===== src/rtl/fma16_pkg.sv =====
// Shared types and helpers for the fma16 datapath and its scheduler.
// The op word is {roundmode[1:0], mul, add, negp, negz}.
// Rounding modes: 0 nearest-even, 1 toward zero, 2 toward -inf, 3 toward +inf.
package fma16_pkg;

    typedef enum logic [1:0] {
        RM_RNE = 2'd0,
        RM_RZ  = 2'd1,
        RM_RDN = 2'd2,
        RM_RUP = 2'd3
    } fma16_rm_t;

    typedef struct packed {
        fma16_rm_t roundmode;
        logic      mul;
        logic      add;
        logic      negp;
        logic      negz;
    } fma16_op_t;

    localparam int FLAG_INV = 3;
    localparam int FLAG_OVF = 2;
    localparam int FLAG_UNF = 1;
    localparam int FLAG_INX = 0;

    localparam logic [15:0] FP_ONE  = 16'h3C00;
    localparam logic [15:0] FP_QNAN = 16'h7E00;

    // Operand classification on the magnitude bits of a half-precision value
    function automatic logic is_nan(input logic [14:0] v);
        return (&v[14:10]) & (|v[9:0]);
    endfunction

    function automatic logic is_snan(input logic [14:0] v);
        return is_nan(v) & ~v[9];
    endfunction

    function automatic logic is_inf(input logic [14:0] v);
        return (&v[14:10]) & ~(|v[9:0]);
    endfunction

    function automatic logic is_zero(input logic [14:0] v);
        return ~(|v);
    endfunction

    // Significand with hidden bit; subnormals have hidden bit 0
    function automatic logic [10:0] signif(input logic [14:0] v);
        return {|v[14:10], v[9:0]};
    endfunction

    // Subnormals share the scale of exponent field 1
    function automatic logic [4:0] exp_adj(input logic [14:0] v);
        return (v[14:10] == 5'd0) ? 5'd1 : v[14:10];
    endfunction

endpackage


===== src/rtl/fma16.sv =====
// Combinational half-precision fused multiply-add: result = +/-(x*y) +/- z.
// mul=0 replaces y with 1.0, add=0 replaces z with a zero of the product's sign.
// The sum is formed exactly on a fixed-point grid (LSB 2^-48) and rounded once.
module fma16
    import fma16_pkg::*;
(
    input  logic [15:0] x,
    input  logic [15:0] y,
    input  logic [15:0] z,
    input  logic [5:0]  op,
    output logic [15:0] result,
    output logic [3:0]  flags
);
    localparam int W = 82;

    fma16_op_t    o;
    logic [15:0]  ye, ze;
    logic         sp, sz, sgn, zsign;
    logic         any_nan, any_snan, invalid, p_inf, z_inf;
    logic [10:0]  mx, my, mz;
    logic [21:0]  mprod;
    logic [5:0]   shp, shz;
    logic [W-1:0] pfx, zfx, mag;
    logic [6:0]   lead, sh, base;
    logic [10:0]  kept;
    logic         rbit, sticky, inexact, inc, tiny, ovf, ovf_inf;
    logic [16:0]  field, rounded;

    assign o  = fma16_op_t'(op);
    assign ye = o.mul ? y : FP_ONE;
    assign ze = o.add ? z : 16'h0000;
    assign sp = x[15] ^ ye[15] ^ o.negp;
    assign sz = o.add ? (z[15] ^ o.negz) : sp;

    assign any_nan  = is_nan(x[14:0]) | is_nan(ye[14:0]) | is_nan(ze[14:0]);
    assign any_snan = is_snan(x[14:0]) | is_snan(ye[14:0]) | is_snan(ze[14:0]);
    assign p_inf    = is_inf(x[14:0]) | is_inf(ye[14:0]);
    assign z_inf    = is_inf(ze[14:0]);
    assign invalid  = (is_inf(x[14:0]) & is_zero(ye[14:0])) | (is_zero(x[14:0]) & is_inf(ye[14:0]))
                    | (p_inf & z_inf & (sp != sz));

    assign mx    = signif(x[14:0]);
    assign my    = signif(ye[14:0]);
    assign mz    = signif(ze[14:0]);
    assign mprod = {11'b0, mx} * {11'b0, my};
    assign shp   = {1'b0, exp_adj(x[14:0])} + {1'b0, exp_adj(ye[14:0])} - 6'd2;
    assign shz   = {1'b0, exp_adj(ze[14:0])} + 6'd23;
    assign pfx   = {60'b0, mprod} << shp;
    assign zfx   = {71'b0, mz} << shz;
    assign zsign = (sp == sz) ? sp : (o.roundmode == RM_RDN);

    // Exact signed-magnitude sum of product and addend
    always_comb begin
        if (sp == sz) begin
            mag = pfx + zfx;
            sgn = sp;
        end else if (pfx >= zfx) begin
            mag = pfx - zfx;
            sgn = sp;
        end else begin
            mag = zfx - pfx;
            sgn = sz;
        end
    end

    // Normalise to 11 significant bits (or the subnormal grid) and round
    always_comb begin
        lead = '0;
        for (int i = 0; i < W; i++) begin
            if (mag[i]) lead = 7'(i);
        end
        if (lead >= 7'd34) begin
            sh   = lead - 7'd10;
            base = lead - 7'd34;
        end else begin
            sh   = 7'd24;
            base = '0;
        end
        kept    = 11'(mag >> sh);
        rbit    = mag[sh - 7'd1];
        sticky  = |(mag << (7'd83 - sh));
        inexact = rbit | sticky;
        tiny    = lead < 7'd34;
        case (o.roundmode)
            RM_RNE:  begin inc = rbit & (sticky | kept[0]); ovf_inf = 1'b1; end
            RM_RZ:   begin inc = 1'b0;                      ovf_inf = 1'b0; end
            RM_RDN:  begin inc = sgn & inexact;             ovf_inf = sgn;  end
            default: begin inc = ~sgn & inexact;            ovf_inf = ~sgn; end
        endcase
        // Hidden bit carries into the exponent field, so a rounding carry needs no fix-up
        field   = {base, 10'b0} + {6'b0, kept};
        rounded = field + {16'b0, inc};
        ovf     = rounded >= 17'h07C00;
    end

    // Special-case selection and exception flags
    always_comb begin
        result = {sgn, rounded[14:0]};
        flags  = '0;
        if (any_nan | invalid) begin
            result          = FP_QNAN;
            flags[FLAG_INV] = any_snan | invalid;
        end else if (p_inf) begin
            result = {sp, 15'h7C00};
        end else if (z_inf) begin
            result = {sz, 15'h7C00};
        end else if (mag == '0) begin
            result = {zsign, 15'h0000};
        end else begin
            flags[FLAG_INX] = inexact | ovf;
            flags[FLAG_UNF] = tiny & inexact;
            if (ovf) begin
                flags[FLAG_OVF] = 1'b1;
                result = ovf_inf ? {sgn, 15'h7C00} : {sgn, 15'h7BFF};
            end
        end
    end

endmodule


===== src/rtl/fma16_rr_arb.sv =====
// Round-robin grant over req_valid; the search starts at the pointer, which
// moves one past the winner on every handshake and otherwise holds.
module fma16_rr_arb #(
    parameter int NREQ = 4,
    parameter int IDW  = $clog2(NREQ)
) (
    input  logic            clk,
    input  logic            reset,
    input  logic [NREQ-1:0] req_valid,
    input  logic            handshake,
    output logic [NREQ-1:0] grant,
    output logic [IDW-1:0]  winner
);
    logic [IDW-1:0] rr_ptr_reg, rr_ptr_next;
    logic           any_valid;
    int             idx;

    assign any_valid = |req_valid;

    // First valid requester at or after the pointer, wrapping around
    always_comb begin
        winner = rr_ptr_reg;
        idx    = 0;
        for (int k = NREQ - 1; k >= 0; k--) begin
            idx = int'(rr_ptr_reg) + k;
            if (idx >= NREQ) idx = idx - NREQ;
            if (req_valid[idx]) winner = IDW'(idx);
        end
    end

    for (genvar gi = 0; gi < NREQ; gi++) begin : g_grant
        assign grant[gi] = any_valid & (winner == IDW'(gi));
    end

    assign rr_ptr_next = (winner == IDW'(NREQ - 1)) ? '0 : winner + 1'b1;

    // Pointer advances past the winner only when a request is accepted
    always_ff @(posedge clk) begin
        if (!reset) begin
            rr_ptr_reg <= '0;
        end else if (handshake) begin
            rr_ptr_reg <= rr_ptr_next;
        end
    end

endmodule


===== src/rtl/fma16_sched.sv =====
// Shares one fma16 among NREQ requesters: round-robin grant into an operand
// register (stage A), fma16 in between, result register (stage B) on the output.
// Define FMA16_SCHED_FLAGS_EN to register and drive the fma16 exception flags.
module fma16_sched
    import fma16_pkg::*;
#(
    parameter int NREQ = 4,
    parameter int IDW  = $clog2(NREQ)
) (
    input  logic             clk,
    input  logic             reset,
    input  logic [NREQ-1:0]  req_valid,
    output logic [NREQ-1:0]  req_ready,
    input  logic [NREQ*16-1:0] req_x,
    input  logic [NREQ*16-1:0] req_y,
    input  logic [NREQ*16-1:0] req_z,
    input  logic [NREQ*6-1:0]  req_op,
    output logic             resp_valid,
    input  logic             resp_ready,
    output logic [15:0]      resp_result,
    output logic [3:0]       resp_flags,
    output logic [IDW-1:0]   resp_id,
    output logic             busy
);
    logic [15:0]     x_arr [NREQ];
    logic [15:0]     y_arr [NREQ];
    logic [15:0]     z_arr [NREQ];
    logic [5:0]      op_arr [NREQ];
    logic [NREQ-1:0] grant;
    logic [IDW-1:0]  winner;
    logic            adv_a, adv_b, hs;
    logic            valid_a_reg, valid_b_reg;
    logic [15:0]     x_a_reg, y_a_reg, z_a_reg;
    logic [5:0]      op_a_reg;
    logic [IDW-1:0]  id_a_reg, id_b_reg;
    logic [15:0]     result_b_reg;
    logic [15:0]     fma_result;
    logic [3:0]      fma_flags;

    for (genvar gi = 0; gi < NREQ; gi++) begin : g_unpack
        assign x_arr[gi]  = req_x[16*gi +: 16];
        assign y_arr[gi]  = req_y[16*gi +: 16];
        assign z_arr[gi]  = req_z[16*gi +: 16];
        assign op_arr[gi] = req_op[6*gi +: 6];
    end

    assign adv_b     = !valid_b_reg | resp_ready;
    assign adv_a     = !valid_a_reg | adv_b;
    // Ready is held low while reset is asserted so nothing is accepted then
    assign hs        = adv_a & reset & (|req_valid);
    assign req_ready = grant & {NREQ{adv_a & reset}};

    fma16_rr_arb #(.NREQ(NREQ), .IDW(IDW)) u_arb (
        .clk       (clk),
        .reset     (reset),
        .req_valid (req_valid),
        .handshake (hs),
        .grant     (grant),
        .winner    (winner)
    );

    fma16 u_fma (
        .x      (x_a_reg),
        .y      (y_a_reg),
        .z      (z_a_reg),
        .op     (op_a_reg),
        .result (fma_result),
        .flags  (fma_flags)
    );

    // Pipeline occupancy and the result/id register; in-flight ops vanish on reset
    always_ff @(posedge clk) begin
        if (!reset) begin
            valid_a_reg  <= 1'b0;
            valid_b_reg  <= 1'b0;
            result_b_reg <= '0;
            id_b_reg     <= '0;
        end else begin
            if (adv_a) valid_a_reg <= |req_valid;
            if (adv_b) begin
                valid_b_reg <= valid_a_reg;
                if (valid_a_reg) begin
                    result_b_reg <= fma_result;
                    id_b_reg     <= id_a_reg;
                end
            end
        end
    end

    // Operand register captures the granted request on a handshake only
    always_ff @(posedge clk) begin
        if (hs) begin
            x_a_reg  <= x_arr[winner];
            y_a_reg  <= y_arr[winner];
            z_a_reg  <= z_arr[winner];
            op_a_reg <= op_arr[winner];
            id_a_reg <= winner;
        end
    end

`ifdef FMA16_SCHED_FLAGS_EN
    logic [3:0] flags_b_reg;

    // Flags travel alongside the result register
    always_ff @(posedge clk) begin
        if (!reset) begin
            flags_b_reg <= '0;
        end else if (adv_b && valid_a_reg) begin
            flags_b_reg <= fma_flags;
        end
    end

    assign resp_flags = flags_b_reg;
`else
    logic unused_flags;
    assign unused_flags = ^fma_flags;
    assign resp_flags   = 4'b0000;
`endif

    assign resp_valid  = valid_b_reg;
    assign resp_result = result_b_reg;
    assign resp_id     = id_b_reg;
    assign busy        = valid_a_reg | valid_b_reg;

endmodule


===== config.mk =====
export PLATFORM = sky130hd
export DESIGN_NAME = fma16_sched
export DESIGN_NICKNAME = d
export VERILOG_FILES = /design/src/rtl/fma16_pkg.sv /design/src/rtl/fma16.sv /design/src/rtl/fma16_rr_arb.sv /design/src/rtl/fma16_sched.sv
export SDC_FILE = /design/constraint.sdc
export NUM_CORES = 2
export LEC_CHECK = 0
export CAP_MARGIN = 40
export CORE_MARGIN = 5
export CORE_UTILIZATION = 67
export CTS_CLUSTER_DIAMETER = 200
export DETAILED_ROUTE_END_ITERATION = 12
export GPL_TIMING_DRIVEN = 0
export MAX_ROUTING_LAYER = met4
export PLACE_DENSITY_LB_ADDON = 0.3
export SYNTH_ARGS = -nofsm -noshare
export SYNTH_HDL_FRONTEND = slang
export SYNTH_SLANG_ARGS = --single-unit

===== constraint.sdc =====
create_clock -name clk -period 58.4 [get_ports clk]
set_input_delay 11.68 -clock clk [delete_from_list [all_inputs] [get_ports clk]]
set_output_delay 11.68 -clock clk [all_outputs]
set_load 0.05 [all_outputs]

==> summary.log, run 1 <==
INFO  global_route   grt_max_degree=31
INFO  cts            clockRootBuffer=clkbuf_16
INFO  cts            cts_hold_buf=0
INFO  yosys          postSynthCellCount=5825
INFO  floorplan      core.rowCount=88
INFO  yosys          post_synthesis_compound_gate_area_fraction=34.0%
INFO  placed_design  gp_routability_congestion=1.54
INFO  yosys          dominantRegCellSynth=edfxtp_1
INFO  yosys          synth_top_area_share=9.62%
INFO  yosys          area_share_of_and_or_nand_nor_cells_after_synthesis=28.6%
INFO  placed_design  postPlaceCellArea=0.0426mm2
INFO  placed_design  port-buffer-count=245
INFO  outcome        error_line=[ERROR GRT-0116] Global routing finished with congestion. Check the congestion regions in the DRC Viewer.
INFO  yosys          synthArstFlopShare=0%
INFO  yosys          syn-cell-area=0.0388mm2
INFO  yosys          synth_top_family_by_area=compound AO/OA/AOI/OAI gates
INFO  yosys          synthesis.area_per_instance=6.65um2
INFO  cts            cts.repair.resized=0
INFO  yosys          yosys-top-cells-area=ha_1 (9.6%), nand2_1 (7.3%), a21oi_1 (6.7%)
INFO  floorplan      dieHeight=251um
INFO  floorplan      starting_density_of_the_core=67.4%
INFO  floorplan      fp.dieW=251um
INFO  yosys          yosysSeqAreaShare=5.48%
INFO  placed_design  dp_hpwl=157mm
INFO  yosys          count_of_distinct_cell_types_in_the_synthesized_netlist=132
INFO  yosys          muxShareOfSynthArea=6.74%
INFO  cts            htree_num_levels=3
INFO  floorplan      floorplan.io_pins=251
INFO  yosys          yosys.area_share.xor_xnor=3.19%
INFO  yosys          cell_type_contributing_the_most_total_cell_area_after_synthesis=ha_1
INFO  yosys          post_synth_fa_ha_maj_area_fraction=14.0%
INFO  outcome        status=aborted with a tool error
INFO  yosys          total_of_flip_flops_plus_latches_after_synthesis=78
INFO  cts            clock_tree.buffer_depth=2
INFO  yosys          synth_edf_count=56
INFO  global_route   globalRoute.totalOverflow=14
INFO  outcome        failed_stage=5_1_grt
INFO  cts            post-cts-setup-buffer-count=0
INFO  global_route   grt_pass1_vias=54200
INFO  global_route   grt_first_pass_wirelength=319mm
INFO  global_route   grt_usage=65.5%
INFO  yosys          yosysWarnings=0
INFO  cts            cts.sinks=78
INFO  cts            numCtsBuffers=9
kinds of logic after synthesis:
group / after synthesis
simple gates: 2298
buf+inv: 761
flops: 78
compound gates: 1965
xor+xnor: 137
other cells: 2
mux: 202
fa+ha+maj: 382
cell usage after synthesis (all sizes together), types with 47 or more instances:
cell type    n
mux2i      120
o211ai      77
and2        81
o21bai      92
nand3      179
buf        140
and3       165
ha         298
or3         53
a21oi      524
inv        382
o31ai       81
o21a        54
nand2      750
a211oi      77
nor3       173
xnor2      113
nand4       92
o22ai       55
a21o        90
nand2b      47
clkbuf     232
a31oi      130
edfxtp      56
o21ai      358
nor4        73
nor2       524
fa          84
stage by stage:
stage,util [%],hold slack (ns),std cells,worst slack [ns]
CTS,74.7,0.456,6933,31.64
detailed placement,74.2,0.450,6917,31.65
global placement,73.7,0.445,6883,29.13
floorplan,-,0.471,5873,31.05
routing by layer:
metal,GRT overflow,track usage [%]
met1,0,65.7
met2,5,80.6
met5,-,-
met3,0,51.0
met4,9,56.5
==> run 2: changes to the inputs <==
CORE_UTILIZATION = 40   (was 67)
CTS_CLUSTER_DIAMETER = not set   (was 200)
MAX_ROUTING_LAYER = not set   (was met4)
PLACE_DENSITY_LB_ADDON = 0.15   (was 0.3)
==> run 2 against run 1 <==
The flow now finishes without violations. Synthesized cell count is the same. Synthesized area is the same.
==> summary.log, run 2 <==
INFO  layout         area_growth_syn_to_layout=14.2%
INFO  yosys          dominantRegCellSynth=edfxtp_1
INFO  cts            htree_num_levels=3
INFO  yosys          synth_most_common_cell=nand2_1
INFO  yosys          yosysSeqAreaShare=5.48%
INFO  floorplan      dieHeight=321um
INFO  drt            drt_first_iter_violations=7610
INFO  cts            clk_pin_slew_worst_paths=0.08ns
INFO  floorplan      fp.dieW=321um
INFO  yosys          syn-cell-area=0.0388mm2
INFO  cts            post-cts-setup-buffer-count=0
INFO  critical_path  crit_reg_reg_startpoint=op_a_reg[3]
INFO  min_path       whs_endpoint=resp_id[0]
INFO  outcome        status=completed
INFO  placed_design  gp_routability_congestion=1.14
INFO  global_route   number_of_antenna_violations_at_the_first_check_in_global_routing=19
INFO  timing         unrepaired_setup_endpoints_after_global_routing=no
INFO  drt            iteration_count_of_the_initial_detailed_routing_pass=8
INFO  yosys          synth.cells.most_frequent=nand2_1 (749), a21oi_1 (522), nor2_1 (520), inv_1 (376), o21ai_0 (338)
INFO  yosys          synthesis.area_per_instance=6.65um2
INFO  layout         seqCellArea=0.00212mm2
INFO  drt            routed_wl=254mm
INFO  critical_path  cp_data_required_time=58.69ns
INFO  floorplan      core.rowCount=114
INFO  yosys          count_of_distinct_cell_types_in_the_synthesized_netlist=132
INFO  global_route   grt_usage=46.5%
INFO  yosys          yosysWarnings=0
INFO  cts            clock_tree_from_tritoncts=built
INFO  layout         fillCellCount=10400
INFO  drt            drc=0
INFO  critical_path  worst_setup_path_start_kind=register
INFO  cts            numCtsBuffers=9
INFO  critical_path  rrSetupSlack=29.09ns
INFO  timing         timing_worst_slew_pin_value=1.14ns
INFO  cts            cts_hold_buf=0
INFO  critical_path  worstPathMaxFanout=10
INFO  yosys          synth_edf_count=56
INFO  layout         most-common-layout-cells=nand2_1 (749), a21oi_1 (521), nor2_1 (520), inv_1 (376), o21ai_0 (338)
INFO  timing         final_hold_viol_count=0
INFO  floorplan      starting_density_of_the_core=40.2%
INFO  layout         final_nets=6853
INFO  cts            clkLatencyLatePin=0.41ns
INFO  layout         layout.cell_area.non_filler=0.0443mm2
INFO  global_route   globalRoute.totalOverflow=0
INFO  global_route   grt_first_pass_wirelength=355mm
INFO  critical_path  worst-endpoint-arrival=29.60ns
INFO  cts            cts.repair.resized=0
INFO  critical_path  slowest_delay=0.90ns
INFO  min_path       holdCritStartpoint=resp_id[0]
INFO  timing         post-route-period-util=50.2%
INFO  placed_design  port-buffer-count=245
INFO  timing         slew_headroom=21.8%
INFO  min_path       hold_path_class=reg2reg
INFO  cts            clock_tree.buffer_depth=2
INFO  yosys          cell_type_contributing_the_most_total_cell_area_after_synthesis=ha_1
INFO  yosys          total_of_flip_flops_plus_latches_after_synthesis=78
INFO  critical_path  slowest_stage=a221oi_1
INFO  critical_path  r2r.worst_path.cells=86
INFO  yosys          synth_top_area_share=9.62%
INFO  yosys          postSynthCellCount=5825
INFO  layout         instances_no_fill=7547
INFO  drt            detailroute.via_count=52700
INFO  timing         max_freq=0.0341GHz
INFO  layout         post_route_cells_drive_above_1_share=7.24%
INFO  floorplan      floorplan.io_pins=251
INFO  drt            route.detailed.vias_per_inst=6.98
INFO  placed_design  dp_hpwl=215mm
INFO  cts            cts.sinks=78
INFO  critical_path  critPathLaunch=op_a_reg[3]
INFO  yosys          synthArstFlopShare=0%
INFO  cts            clockRootBuffer=clkbuf_16
INFO  floorplan      core_area=0.0964mm2
INFO  yosys          yosys-top-cells-area=ha_1 (9.6%), nand2_1 (7.3%), a21oi_1 (6.7%)
INFO  drt            drt.antenna.violating_nets=0
INFO  min_path       worstHoldPathCells=2
INFO  timing         finalSetupViolCount=0
INFO  layout         layout.cells.most_common=nand2_1
INFO  critical_path  end_kind=register
INFO  layout         multi_input_area=0.0338mm2
INFO  global_route   grt_max_degree=31
INFO  timing         finalHoldWorstSlack=0.484ns
INFO  timing         number_of_pins_exceeding_their_max_slew_limit_in_the_final_report=0
INFO  global_route   grt_pass1_vias=49200
INFO  floorplan      floorplan.die_area=0.103mm2
INFO  drt            route.detailed.wl_per_inst=33.6um
INFO  critical_path  worst-setup-path-type=reg2reg
INFO  timing         fin_worst_skew=0.0153ns
INFO  critical_path  path_common_cell=buf_2
INFO  critical_path  crit-reg2reg-capture=resp_result[8]
INFO  timing         final.min_clock_period=29.31ns
INFO  placed_design  postPlaceCellArea=0.0439mm2
INFO  run            maxCapViolations=0
INFO  timing         final.setup.tns=0ns
INFO  placed_design  placed_cells=7504
## run 2: per-layer routing
metal  up-vias  wire, um  part of all wire [%]  GRT usage [%]
met5         -        47                 0.019              0
met4         8     28300                    11           38.6
met3      1158     33400                    13           15.1
met2      4307    101000                    40           68.0
met1     24900     90800                    36           55.3
li1      22300         -                     -              -
## run 2: cell families after synthesis
group	Yosys count	share of synthesized area (%)
AND/OR/NAND/NOR	2298	28.6
XOR/XNOR	137	3.19
multiplexers	202	6.74
adder cells (fa/ha/maj)	382	14.0
AO/OA/AOI/OAI	1965	34.0
other	2	0.0194
flip-flops	78	5.48
buffers and inverters	761	8.01
## run 2: critical path, delay by kind of cell, from the launching register on
family,cells,cell delay (ns)
xor+xnor,1,0.27
mux,2,0.87
compound gates,24,8.06
fa+ha+maj,10,3.96
buf+inv,27,9.62
flops,1,0.32
simple gates,22,5.95
## run 2: how the worst max path moves through the flow
stage	end	slack, ns	cells past startpoint
after floorplan	req_ready[0]	31.05	4
after global placement	req_ready[3]	28.87	7
after detailed placement	resp_result[9]	30.56	85
after CTS	resp_result[6]	30.48	85
after global routing	resp_result[7]	28.72	86
final	resp_result[8]	29.09	86
## run 2: layout make-up
type | instances | area share (%)
Timing Repair Buffer | 364 | 7.59
Antenna cell | 18 | 0.102
Tap cell | 1276 | 3.61
Clock inverter | 7 | 0.141
Inverter | 389 | 3.31
Sequential cell | 78 | 4.79
Multi-Input combinational cell | 5034 | 76.2
Clock buffer | 9 | 0.509
Buffer | 372 | 3.71
## run 2: metrics by stage
stage               util [%]  setup slack, ns
floorplan                  -            31.05
global placement        44.6            28.87
detailed placement      45.5            30.56
CTS                     45.8            30.48
global route            45.9            28.72
finish                  45.9            29.09
Power of run 2 is not shown: default switching activity piles up to over one toggle a cycle in this logic, so the estimate is an artifact.
